--- config.mk ---
export PLATFORM = sky130hd
export DESIGN_NAME = muldiv_unit
export DESIGN_NICKNAME = d
export VERILOG_FILES = /design/src/rtl/mips_defs.sv /design/src/rtl/muldiv_sign_adj.sv /design/src/rtl/muldiv_unit.sv
export SDC_FILE = /design/constraint.sdc
export NUM_CORES = 1
export LEC_CHECK = 0
export CORE_MARGIN = 2
export CORE_UTILIZATION = 55
export CTS_BUF_LIST = sky130_fd_sc_hd__clkbuf_4 sky130_fd_sc_hd__clkbuf_8
export DETAILED_ROUTE_END_ITERATION = 10
export GPL_TIMING_DRIVEN = 0
export MAX_ROUTING_LAYER = met4
export PLACE_DENSITY_LB_ADDON = 0.15
export SKIP_CTS_REPAIR_TIMING = 1
export SYNTH_ARGS = -nofsm -noshare
export SYNTH_HDL_FRONTEND = slang
export SYNTH_SLANG_ARGS = --single-unit
--- constraint.sdc ---
create_clock -name clk -period 3.8 [get_ports clk]
set_input_delay 0.76 -clock clk [delete_from_list [all_inputs] [get_ports clk]]
set_output_delay 0.76 -clock clk [all_outputs]
set_load 0.005 [all_outputs]
--- src/rtl/mips_defs.sv ---
// Shared MIPS encodings and sizing constants for the multiply/divide unit.
package mips_defs;

    localparam int unsigned MD_WIDTH = 32;
    localparam int unsigned MD_CNT_W = 6;

    typedef enum logic [1:0] {
        MD_MULT  = 2'b00,
        MD_MULTU = 2'b01,
        MD_DIV   = 2'b10,
        MD_DIVU  = 2'b11
    } md_op_e;

    typedef enum logic [1:0] {
        MD_IDLE = 2'b00,
        MD_CALC = 2'b01,
        MD_DONE = 2'b10
    } md_state_e;

    function automatic logic md_is_signed(input md_op_e op);
        return (op == MD_MULT) || (op == MD_DIV);
    endfunction

    function automatic logic md_is_div(input md_op_e op);
        return (op == MD_DIV) || (op == MD_DIVU);
    endfunction

endpackage

--- src/rtl/muldiv_sign_adj.sv ---
// Sign adjustment for the multiply/divide unit: either negates each half independently
// (operand magnitudes, quotient/remainder) or negates the full double-width value (product).
module muldiv_sign_adj #(
    parameter int unsigned W = 32
) (
    input  logic [W-1:0] val_hi_i,
    input  logic [W-1:0] val_lo_i,
    input  logic         neg_hi_i,
    input  logic         neg_lo_i,
    input  logic         neg_full_i,
    output logic [W-1:0] res_hi_o,
    output logic [W-1:0] res_lo_o
);

    localparam int unsigned DW = 2 * W;

    logic [DW-1:0] full_neg;

    always_comb begin
        full_neg = ~{val_hi_i, val_lo_i} + DW'(1);
        if (neg_full_i) begin
            res_hi_o = full_neg[DW-1:W];
            res_lo_o = full_neg[W-1:0];
        end else begin
            res_hi_o = neg_hi_i ? (~val_hi_i + W'(1)) : val_hi_i;
            res_lo_o = neg_lo_i ? (~val_lo_i + W'(1)) : val_lo_i;
        end
    end

endmodule

--- src/rtl/muldiv_unit.sv ---
// Iterative MULT/MULTU/DIV/DIVU unit: one bit per cycle on operand magnitudes,
// shift-add multiply and restoring divide sharing one double-width accumulator.
module muldiv_unit
    import mips_defs::*;
#(
    parameter int unsigned WIDTH = MD_WIDTH,
    parameter int unsigned CNT_W = MD_CNT_W
) (
    input  logic             clk,
    input  logic             rst,
    input  logic             start,
    input  logic [1:0]       op,
    input  logic [WIDTH-1:0] src1,
    input  logic [WIDTH-1:0] src2,
    input  logic             flush,
    output logic             busy,
    output logic             hi_lo_wen,
    output logic [WIDTH-1:0] hi_wdata,
    output logic [WIDTH-1:0] lo_wdata
);

    localparam int unsigned DW = 2 * WIDTH;

    md_state_e        state_q;
    md_op_e           op_q;
    logic [CNT_W-1:0] cnt_q;
    logic [DW-1:0]    acc_q;
    logic [DW-1:0]    acc_d;
    logic [WIDTH-1:0] b_q;
    logic             neg_a_q;
    logic             neg_b_q;
    logic             dz_q;
    logic             busy_q;
    logic             wen_q;
    logic [WIDTH-1:0] hi_q;
    logic [WIDTH-1:0] lo_q;

    md_op_e           op_c;
    logic             neg_a_c;
    logic             neg_b_c;
    logic [WIDTH-1:0] abs_a;
    logic [WIDTH-1:0] abs_b;
    logic             is_div;
    logic             sign_diff;
    logic [WIDTH-1:0] res_hi;
    logic [WIDTH-1:0] res_lo;

    logic [WIDTH:0]   mul_sum;
    logic [WIDTH:0]   div_shift;
    logic             div_ge;
    logic [WIDTH-1:0] div_rem;

    assign op_c    = md_op_e'(op);
    assign neg_a_c = md_is_signed(op_c) & src1[WIDTH-1];
    assign neg_b_c = md_is_signed(op_c) & src2[WIDTH-1];

    // Operand magnitudes; 0x80000000 maps to 2^31 as an unsigned value.
    muldiv_sign_adj #(.W(WIDTH)) u_pre (
        .val_hi_i   (src1),
        .val_lo_i   (src2),
        .neg_hi_i   (neg_a_c),
        .neg_lo_i   (neg_b_c),
        .neg_full_i (1'b0),
        .res_hi_o   (abs_a),
        .res_lo_o   (abs_b)
    );

    assign is_div    = md_is_div(op_q);
    assign sign_diff = neg_a_q ^ neg_b_q;

    // One iteration: multiply holds {partial, multiplier}, divide holds {remainder, dividend/quotient}.
    always_comb begin
        mul_sum   = {1'b0, acc_q[DW-1:WIDTH]} + (acc_q[0] ? {1'b0, b_q} : '0);
        div_shift = acc_q[DW-1:WIDTH-1];
        div_ge    = div_shift >= {1'b0, b_q};
        div_rem   = div_ge ? WIDTH'(div_shift - {1'b0, b_q}) : div_shift[WIDTH-1:0];
        if (is_div) begin
            acc_d = {div_rem, acc_q[WIDTH-2:0], div_ge};
        end else begin
            acc_d = {mul_sum, acc_q[WIDTH-1:1]};
        end
    end

    // Final signs: product negated as a whole, quotient/remainder separately.
    muldiv_sign_adj #(.W(WIDTH)) u_post (
        .val_hi_i   (acc_d[DW-1:WIDTH]),
        .val_lo_i   (acc_d[WIDTH-1:0]),
        .neg_hi_i   (is_div & neg_a_q),
        .neg_lo_i   (is_div & sign_diff),
        .neg_full_i (~is_div & sign_diff),
        .res_hi_o   (res_hi),
        .res_lo_o   (res_lo)
    );

    always_ff @(posedge clk) begin
        if (rst) begin
            state_q <= MD_IDLE;
            op_q    <= MD_MULT;
            cnt_q   <= '0;
            acc_q   <= '0;
            b_q     <= '0;
            neg_a_q <= 1'b0;
            neg_b_q <= 1'b0;
            dz_q    <= 1'b0;
            busy_q  <= 1'b0;
            wen_q   <= 1'b0;
            hi_q    <= '0;
            lo_q    <= '0;
        end else if (flush) begin
            state_q <= MD_IDLE;
            busy_q  <= 1'b0;
            wen_q   <= 1'b0;
        end else begin
            case (state_q)
                MD_IDLE: begin
                    wen_q <= 1'b0;
                    if (start) begin
                        op_q    <= op_c;
                        neg_a_q <= neg_a_c;
                        neg_b_q <= neg_b_c;
                        dz_q    <= (src2 == '0);
                        acc_q   <= md_is_div(op_c) ? {WIDTH'(0), abs_a} : {WIDTH'(0), abs_b};
                        b_q     <= md_is_div(op_c) ? abs_b : abs_a;
                        cnt_q   <= '0;
                        busy_q  <= 1'b1;
                        state_q <= MD_CALC;
                    end
                end
                MD_CALC: begin
                    acc_q <= acc_d;
                    cnt_q <= cnt_q + CNT_W'(1);
                    if (cnt_q == CNT_W'(WIDTH - 1)) begin
                        hi_q    <= res_hi;
                        lo_q    <= (is_div && dz_q) ? '1 : res_lo;
                        wen_q   <= 1'b1;
                        state_q <= MD_DONE;
                    end
                end
                MD_DONE: begin
                    wen_q   <= 1'b0;
                    busy_q  <= 1'b0;
                    state_q <= MD_IDLE;
                end
                default: begin
                    state_q <= MD_IDLE;
                end
            endcase
        end
    end

    assign busy      = busy_q;
    assign hi_lo_wen = wen_q & ~flush;
    assign hi_wdata  = hi_q;
    assign lo_wdata  = lo_q;

endmodule

==> metrics.cfg <==
[setup_path]
crit_type = flip-flop to flip-flop
critPathSlowestCell = a311oi_4
required_ns = 4.21
start_kind = flip-flop
path_max_fanout = 10
crit_path_end_kind = flip-flop
max_stage_delay_ns = 0.48
arrival_ns = 5.10
crit_path_cell_trace = inv_1 -> ha_1 -> buf_4 -> nand2_1 -> o21a_1 -> o22ai_4 -> o31ai_4 -> buf_6 -> nand2_4 -> buf_12 -> buf_12 -> a311oi_4 -> ha_2 -> nand2_4 -> or3_4 -> nor4_4 -> a21oi_2 -> xnor2_1 -> a211oi_1

[synthesis]
synthAdderAreaFrac = 0.0597
yosys_most_used_dff = dfxtp_1
synth_edf_count = 0
syn_inst = 2095
yosysSeqAreaShare = 0.230
synthSimpleGateAreaFrac = 0.241
async_reset_ff_frac = 0
synth_top_family_by_area = compound AO/OA/AOI/OAI gates
yosysWarnings = 0
synthMuxAreaShare = 0.0351
synth_fp_nets = 2236
ys_types = 92
synth-compound-area-share = 0.286
synth_area_um2 = 15100
syn_area_per_cell_um2 = 7.22
ys_ff_latch = 174
synth-xor-area-share = 0.0897

[die]
rows = 60
die_area_um2 = 28900
die_h_um = 170
die-width_um = 170
initial_utilization = 0.562
ios = 136
core-area_um2 = 27000

[timing]
finalCriticalPeriod_ns = 4.70
drv_slew = 0
fin_worst_skew_ns = 0.0297
final-setup-viol-count = 41
fin_ws_ns = -0.895
relSlewSlack = 0.392
fin_crit_sh = 1.24
fmax_mhz = 213
finalHoldViolations = 0
rsz0062_at_grt = true
tightestPinTransition_ns = 0.912

[route]
routed-wl-met3_um = 5320
wl_per_cell_um = 23.4
routed_wirelength_um = 62700
dr.pass1.iters = 6
drcViolationCount = 0
drt-met1-wl_um = 23100
vias_per_cell = 6.68
drtAntennaViolNets = 0
first_iter_violations = 2058
num_vias = 17920
top_layer = met4
met2_length_um = 28800

[grt]
grt_pass1_vias = 16187
grt_antenna_before_repair = 0
grt_max_degree = 23
globalRouteTotalUtil = 0.408
gr-total-overflow = 0
grt_pass1_wl_um = 88500

[clock_tree]
clock_sinks = 174
cts_inserted_buffers = 17
clk_pin_slew_worst_paths_ns = 0.12
cts_root_buf = clkbuf_8
clk_path_buf_depth = 2
clock_latency_ns = 0.50
cts_tree = done
cts.htree.levels = 4

[pwr]
switching_power_w = 0.00228
ir_drop_uv = 204
switching_share = 0.418
seqPwrFrac = 0.355
p_comb_frac = 0.380
p_clk_frac = 0.265
p_leak_nw = 7.30
power.density_nw_per_um2 = 283
total_power_w = 0.00547
p_int_w = 0.00318

[placement]
dp_slack_ns = -1.55
gp_congestion = 1.04
place.detailed.hpwl_um = 46700
place.port_buffers = 133

[cells_and_area]
drive_gt1_frac = 0.157
nNetsFinal = 2469
diodes = 0
syn_to_final_growth_pct = 27.5
mostFrequentLayoutCell = nor2_1
final_cell_mix = 245 x nor2_1, 219 x a21oi_1, 205 x nand2_1, 136 x dfxtp_1, 125 x clkdlybuf4s50_1

[run_status]
run_status = finished with violations
violations = setup timing

[min_path]
hold_path.class = flip-flop to flip-flop

[run]
cap_viol_max_count = 0

layout make-up:
class / instances / area, um^2
clock buffer: 17 / 234
clock inverter: 15 / 218
timing repair buffer: 221 / 2060
fill: 2178 / 7660
tap: 341 / 427
buffer: 128 / 674
multi-input combinational: 1708 / 11800
sequential: 174 / 3550
inverter: 78 / 293
cell usage after synthesis (30+ instances only):
master    number  area (um^2)
nor2_1       251          942
a21oi_1      236         1180
nand2_1      211          792
dfxtp_1      174         3480
clkbuf_1     100          375
o21ai_0       89          445
xor2_1        88          771
inv_1         78          293
a211oi_1      77          578
ha_1          69          863
xnor2_1       67          587
nor3_1        61          305
o211ai_1      56          420
mux2i_1       52          521
and2_1        40          250
nand3_1       33          165
nand4_1       30          188
kinds of logic (layout without fill, tap and decap cells):
group,Yosys count,after routing
fa+ha+maj,71,71
mux,53,53
simple gates,768,768
flops,174,174
compound gates,661,661
buf+inv,213,459
xor+xnor,155,155
layer usage:
metal,GRT usage,vias up
met5,-,-
met1,0.470,8319
li1,-,8081
met4,0.282,0
met3,0.0426,365
met2,0.671,1155
critical path, delay by kind of cell (launching register included):
| kind | cells | cell delay [ns] |
|---|---|---|
| AOI/OAI and AO/OA | 6 | 1.62 |
| and+or+nand+nor | 5 | 1.08 |
| buffers and inverters | 5 | 0.72 |
| adders and majority gates | 2 | 0.63 |
| DFF | 1 | 0.42 |
| xor gates and xnor gates | 1 | 0.14 |
worst paths after layout:
check / startpoint / to / slack (ns) / depth (start not counted)
setup / recovery: b_q[11] / hi_wdata[28] / -0.90 / 19
hold / removal: b_q[6] / b_q[6] / 0.47 / 2
setup reg to reg: b_q[11] / hi_wdata[28] / -0.90 / 19
hold reg to reg: b_q[6] / b_q[6] / 0.47 / 2
per-stage QoR:
step / hold WS (ns) / instances / area, um^2 / utilization / setup TNS [ns]
detailed placement: 0.453 / 2569 / 17000 / 0.630 / -100.05
floorplan: 0.440 / 2095 / 15200 / - / -0.195
CTS: 0.471 / 2601 / 17400 / 0.647 / -95.99
finish: 0.468 / 2682 / 19300 / 0.716 / -17.59
global placement: 0.444 / 2569 / 17000 / 0.630 / -93.90
global route: 0.496 / 2682 / 19300 / 0.716 / -20.27
state kept, by name, indices dropped and copies added, names as in the netlist:
signal	cells
cnt_q	6
op_q	1
state_q	2
dz_q	1
wen_q	1
hi_wdata	32
b_q	32
lo_wdata	32
acc_q	64
neg_a_q	1
busy	1
neg_b_q	1
power groups by stage:
| stage | combinational, W | sequential [W] | clock, W |
|---|---|---|---|
| final | 0.00208 | 0.00194 | 0.00145 |
| after global routing | 0.00218 | 0.00194 | 0.00150 |
| after floorplan | 0.00108 | 0.00195 | 0 |
| after global placement | 0.00160 | 0.00197 | 0 |
| after detailed placement | 0.00162 | 0.00198 | 0 |
| after CTS | 0.00163 | 0.00193 | 0.00142 |
No activity file was read; power rests on OpenSTA's default activity.
